<file path="config.mk">
export PLATFORM = sky130hd
export DESIGN_NAME = apb_master_bridge
export DESIGN_NICKNAME = d
export VERILOG_FILES = /design/src/rtl/apb_master_bridge.sv
export SDC_FILE = /design/constraint.sdc
export NUM_CORES = 1
export LEC_CHECK = 0
export BUFFER_PORTS_ARGS = -buffer_cell sky130_fd_sc_hd__buf_2
export CAP_MARGIN = 20
export CORE_AREA = 2 2 122 124
export DETAILED_ROUTE_END_ITERATION = 8
export DIE_AREA = 0 0 124 126
export HOLD_SLACK_MARGIN = 0.1
export SETUP_SLACK_MARGIN = 0.5
export SYNTH_ARGS = -nofsm -noshare
export SYNTH_HDL_FRONTEND = slang
export SYNTH_SLANG_ARGS = --single-unit
</file>
<file path="constraint.sdc">
create_clock -name clk -period 3.4 [get_ports clk]
set_clock_uncertainty 0.2 [all_clocks]
set_input_delay 0.34 -clock clk [delete_from_list [all_inputs] [get_ports clk]]
set_output_delay 0.34 -clock clk [all_outputs]
set_load 0.01 [all_outputs]
</file>
<file path="src/rtl/apb_master_bridge.sv">
// apb_master_bridge: converts single-cycle CPU bus requests into APB4 transfers
// to NUM_SLAVES peripherals, decoding the slave from busAddr[15:12].
// Optional ACCESS wait-state timeout is enabled by defining APB_TIMEOUT_EN.
module apb_master_bridge #(
  parameter int unsigned NUM_SLAVES     = 4,
  parameter logic [15:0] PERIPH_BASE    = 16'h1000,
  parameter int unsigned TIMEOUT_CYCLES = 255
) (
  input  logic                       clk,
  input  logic                       reset,
  input  logic                       transfer,
  input  logic                       busWe,
  input  logic [31:0]                busAddr,
  input  logic [31:0]                busWData,
  input  logic [3:0]                 Byte_Enable,
  output logic                       ready,
  output logic [31:0]                busRData,
  output logic                       busErr,
  output logic [31:0]                PADDR,
  output logic                       PWRITE,
  output logic [31:0]                PWDATA,
  output logic [3:0]                 PSTRB,
  output logic [NUM_SLAVES-1:0]      PSEL,
  output logic                       PENABLE,
  input  logic [32*NUM_SLAVES-1:0]   PRDATA,
  input  logic [NUM_SLAVES-1:0]      PREADY
);

  typedef enum logic [1:0] {IDLE, SETUP, ACCESS} state_t;

  state_t                state;
  logic                  mapped;
  logic [NUM_SLAVES-1:0] sel_dec;
  logic                  pready_sel;
  logic [31:0]           prdata_sel;
  logic                  done;
  logic                  timeout;

  assign mapped = (busAddr[31:16] == PERIPH_BASE) &&
                  ({1'b0, busAddr[15:12]} < 5'(NUM_SLAVES));

  // One-hot slave select decoded from the request address
  always_comb begin
    sel_dec = '0;
    for (int unsigned i = 0; i < NUM_SLAVES; i++) begin
      if (busAddr[15:12] == 4'(i)) sel_dec[i] = 1'b1;
    end
  end

  // Pick PREADY/PRDATA of the slave currently selected by the registered PSEL
  always_comb begin
    pready_sel = 1'b0;
    prdata_sel = '0;
    for (int unsigned i = 0; i < NUM_SLAVES; i++) begin
      if (PSEL[i]) begin
        pready_sel = PREADY[i];
        prdata_sel = PRDATA[32*i +: 32];
      end
    end
  end

  assign done = (state == ACCESS) && pready_sel;

`ifdef APB_TIMEOUT_EN
  localparam int unsigned CNT_W = (TIMEOUT_CYCLES == 0) ? 1 : $clog2(TIMEOUT_CYCLES + 1);
  logic [CNT_W-1:0] cnt;
  assign timeout = (state == ACCESS) && !pready_sel && (cnt == CNT_W'(TIMEOUT_CYCLES));
`else
  assign timeout = 1'b0;
`endif

  // CPU-side response; forced quiet while reset is held
  always_comb begin
    ready    = 1'b0;
    busErr   = 1'b0;
    busRData = '0;
    if (!reset) begin
      if ((state == IDLE) && transfer && !mapped) begin
        ready  = 1'b1;
        busErr = 1'b1;
      end else if (done) begin
        ready = 1'b1;
        if (!PWRITE) busRData = prdata_sel;
      end else if (timeout) begin
        ready    = 1'b1;
        busErr   = 1'b1;
        busRData = 32'hDEAD_BEEF;
      end
    end
  end

  // APB sequencer: IDLE -> SETUP -> ACCESS -> IDLE with registered APB outputs
  always_ff @(posedge clk) begin
    if (reset) begin
      state   <= IDLE;
      PSEL    <= '0;
      PENABLE <= 1'b0;
      PWRITE  <= 1'b0;
      PADDR   <= '0;
      PWDATA  <= '0;
      PSTRB   <= '0;
`ifdef APB_TIMEOUT_EN
      cnt     <= '0;
`endif
    end else begin
      case (state)
        IDLE: begin
          if (transfer && mapped) begin
            PADDR  <= busAddr;
            PWRITE <= busWe;
            PWDATA <= busWData;
            PSTRB  <= busWe ? Byte_Enable : 4'b0000;
            PSEL   <= sel_dec;
            state  <= SETUP;
          end
        end
        SETUP: begin
          PENABLE <= 1'b1;
          state   <= ACCESS;
`ifdef APB_TIMEOUT_EN
          cnt     <= '0;
`endif
        end
        ACCESS: begin
          if (done || timeout) begin
            PSEL    <= '0;
            PENABLE <= 1'b0;
            state   <= IDLE;
          end
`ifdef APB_TIMEOUT_EN
          else begin
            cnt <= cnt + CNT_W'(1);
          end
`endif
        end
        default: state <= IDLE;
      endcase
    end
  end

endmodule

</file>
==> metrics.txt <==
fmax 363 MHz; worst setup path class flop to output port; post-route cell area 0.00650 mm^2; TritonCTS Sinks 76; total CTS buffers 9; Worst Setup End Kind output port; status finished clean; DR WL/cell 16.2 um; worst stage delay on the critical path 0.68 ns; Power Dens Cells 322 mW/mm^2; Worst-Margin Slew 0.934 ns; Tmin final 2.76 ns; GRT Total Usage 19.4%; critical path, cell by cell nor2b_1, a211o_1, or4_4, a21oi_1, buf_2; first-pass GRT wire length 23.8 mm; endpoints failing hold 0; Yosys warning count 0; clock buffer depth 2; Initial Util 28.1%; Iter 0 DRT Violations 276; clock-pin transition on the worst setup and hold timing paths 0.07 ns; Hold Crit Class primary input to flop; Fin Hold WS 0.116 ns; CP bufs+invs 1; Synth area leaders dfxtp_1, a21oi_1, a211o_1; die width 124 um; CTS tree built; dpl hpwl 11.3 mm; VDD IR max 262 uV; std cell rows 44; Slowest-stage cell, CP or4_4; final setup margin 0.641 ns; Slew Limit Headroom 37.8%; grt total ovfl 0; Syn Nets 715; number of H-tree levels 3; Via density 4.95; WP data arrival 2.22 ns; Core Footprint 0.0143 mm^2; most frequent cells in the layout buf_2, dfxtp_1, a21oi_1; Avg Cell Area, Syn 7.87 um^2; commonest non-fill, non-tap cell in the layout buf_2; distinct cell type count after synthesis 29; input/output buffers 311; Final Slew Violations 0; crit share post-route 81.1%; # setup viols final 0; router iterations before antenna repair 5; I/O Pins 312; Synth top area share 37.8%; RD Place Congestion 0.771; synthesized flop and latch total 76; startpoint types flop; Placed Cells 960; largest net degree at the start of global routing 66; Crit path depth 5; Placed Area 0.00565 mm^2; vias in the first global route 4,701; Gate Count Post-Synth 511; WP data required 2.86 ns; Routed Antenna Nets 0; crit-path leading delay family simple AND/OR/NAND/NOR gates; Worst-Skew Late Latency 0.34 ns; CP Max Fanout 16; final wirelength 16.6 mm; register area share after synthesis 37.8%; share of post-route cells with drive strength above 1 44.4%; initial antenna violation count 0; clock tree root buffer cell clkbuf_16; RSZ-0062 raised after global routing false; Leakage 0.00288 uW; Nets 1,043; chip height 126 um; Layout area overhead 61.6%; hold depth 3; vias post-DR 5,084; Placement Setup Slack 0.506 ns; Syn Std Cell Area 0.00402 mm^2; R2R depth 6; Die Area 0.0156 mm^2; cell taking the most area after synthesis dfxtp_1; ant diodes 0; DRC errors left 0; Fin Setup TNS 0 ns; Post-Layout Cell Count 1,028; Max Cap Viol 0
==> metal layers <==
metal	share of wire (%)	vias up	track usage, %
met5	0	-	0
met4	2.0	0	7.87
met3	9.3	25	4.53
met1	38	2306	22.0
met2	51	245	34.5
li1	-	2508	-
==> area by class of cell <==
class	count	area (um^2)
fillers	1446	7820
multi-input cells	348	2160
repair buffers	372	2140
flip-flops and latches	76	1520
well taps	184	230
clock buffers	9	225
inverters	32	120
clock inverters	7	92.6
==> synthesized netlist by cell type <==
cell / count
a211o_1: 33
a211oi_1: 1
a21oi_1: 58
a21oi_2: 30
a221oi_1: 32
and2_1: 17
and3_1: 1
and4_1: 1
buf_1: 1
buf_2: 2
buf_6: 4
clkbuf_1: 49
dfxtp_1: 76
inv_1: 32
mux2i_1: 4
nand2_1: 35
nand2b_1: 8
nand3_1: 49
nand3b_1: 2
nand4_1: 5
nor2_1: 5
nor2b_1: 3
nor3_1: 1
nor3b_1: 2
nor4_1: 3
nor4b_1: 2
o21ai_0: 53
o22ai_1: 1
or4_1: 1
==> path summary, 6_finish.rpt <==
path	startpoint	slack (ns)	end
max	PSEL[3]	0.64	busRData[0]
min	busAddr[12]	0.12	PADDR[12]
max reg2reg	state[1]	0.86	PSTRB[0]
min reg2reg	PADDR[15]	0.25	PADDR[15]
==> worst reg2reg max path: cells and delay by family (launching register included) <==
kind            cells  cell delay, ns
compound gates      1            0.14
buf+inv             2            1.06
flops               1            0.33
simple gates        3            0.72
==> registers in the layout (all words and copies together), names as in the netlist <==
| signal | flops |
|---|---|
| PADDR | 32 |
| PENABLE | 1 |
| PSEL | 4 |
| PSTRB | 4 |
| PWDATA | 32 |
| PWRITE | 1 |
| state | 2 |
==> cells by family (layout without fill, tap and decap cells) <==
kind of cell           count (synthesis)  count (layout)  synth area share, %
flip-flops                            76              76                 37.8
AO/OA/AOI/OAI                        208             208                 34.8
AND/OR/NAND/NOR                      135             136                 17.3
multiplexers                           4               4                0.996
buffers and inverters                 88             420                 9.02
==> what timing repair did <==
action                     in CTS  in global routing
setup endpoints to repair      32                 17
resized for setup               1                  2
setup buffers                   0                  0
hold buffers                   51                  0
cloned                          0                  1
hold endpoints to repair       50                  0
==> stage by stage <==
step | utilization, % | total power [uW]
6_report | 45.4 | 2090
5_1_grt | 45.4 | 2170
4_1_cts | 45.3 | 2110
3_5_place_dp | 39.5 | 1060
3_3_place_gp | 39.5 | 1060
2_1_floorplan | - | 937
==> where the power goes <==
group          internal (uW)  switching (uW)  leakage [uW]
logic                    127            72.3       0.00212
clock network            587             414      0.000149
registers                890        0.000665      0.000613
(Power assumes the default switching activity.)
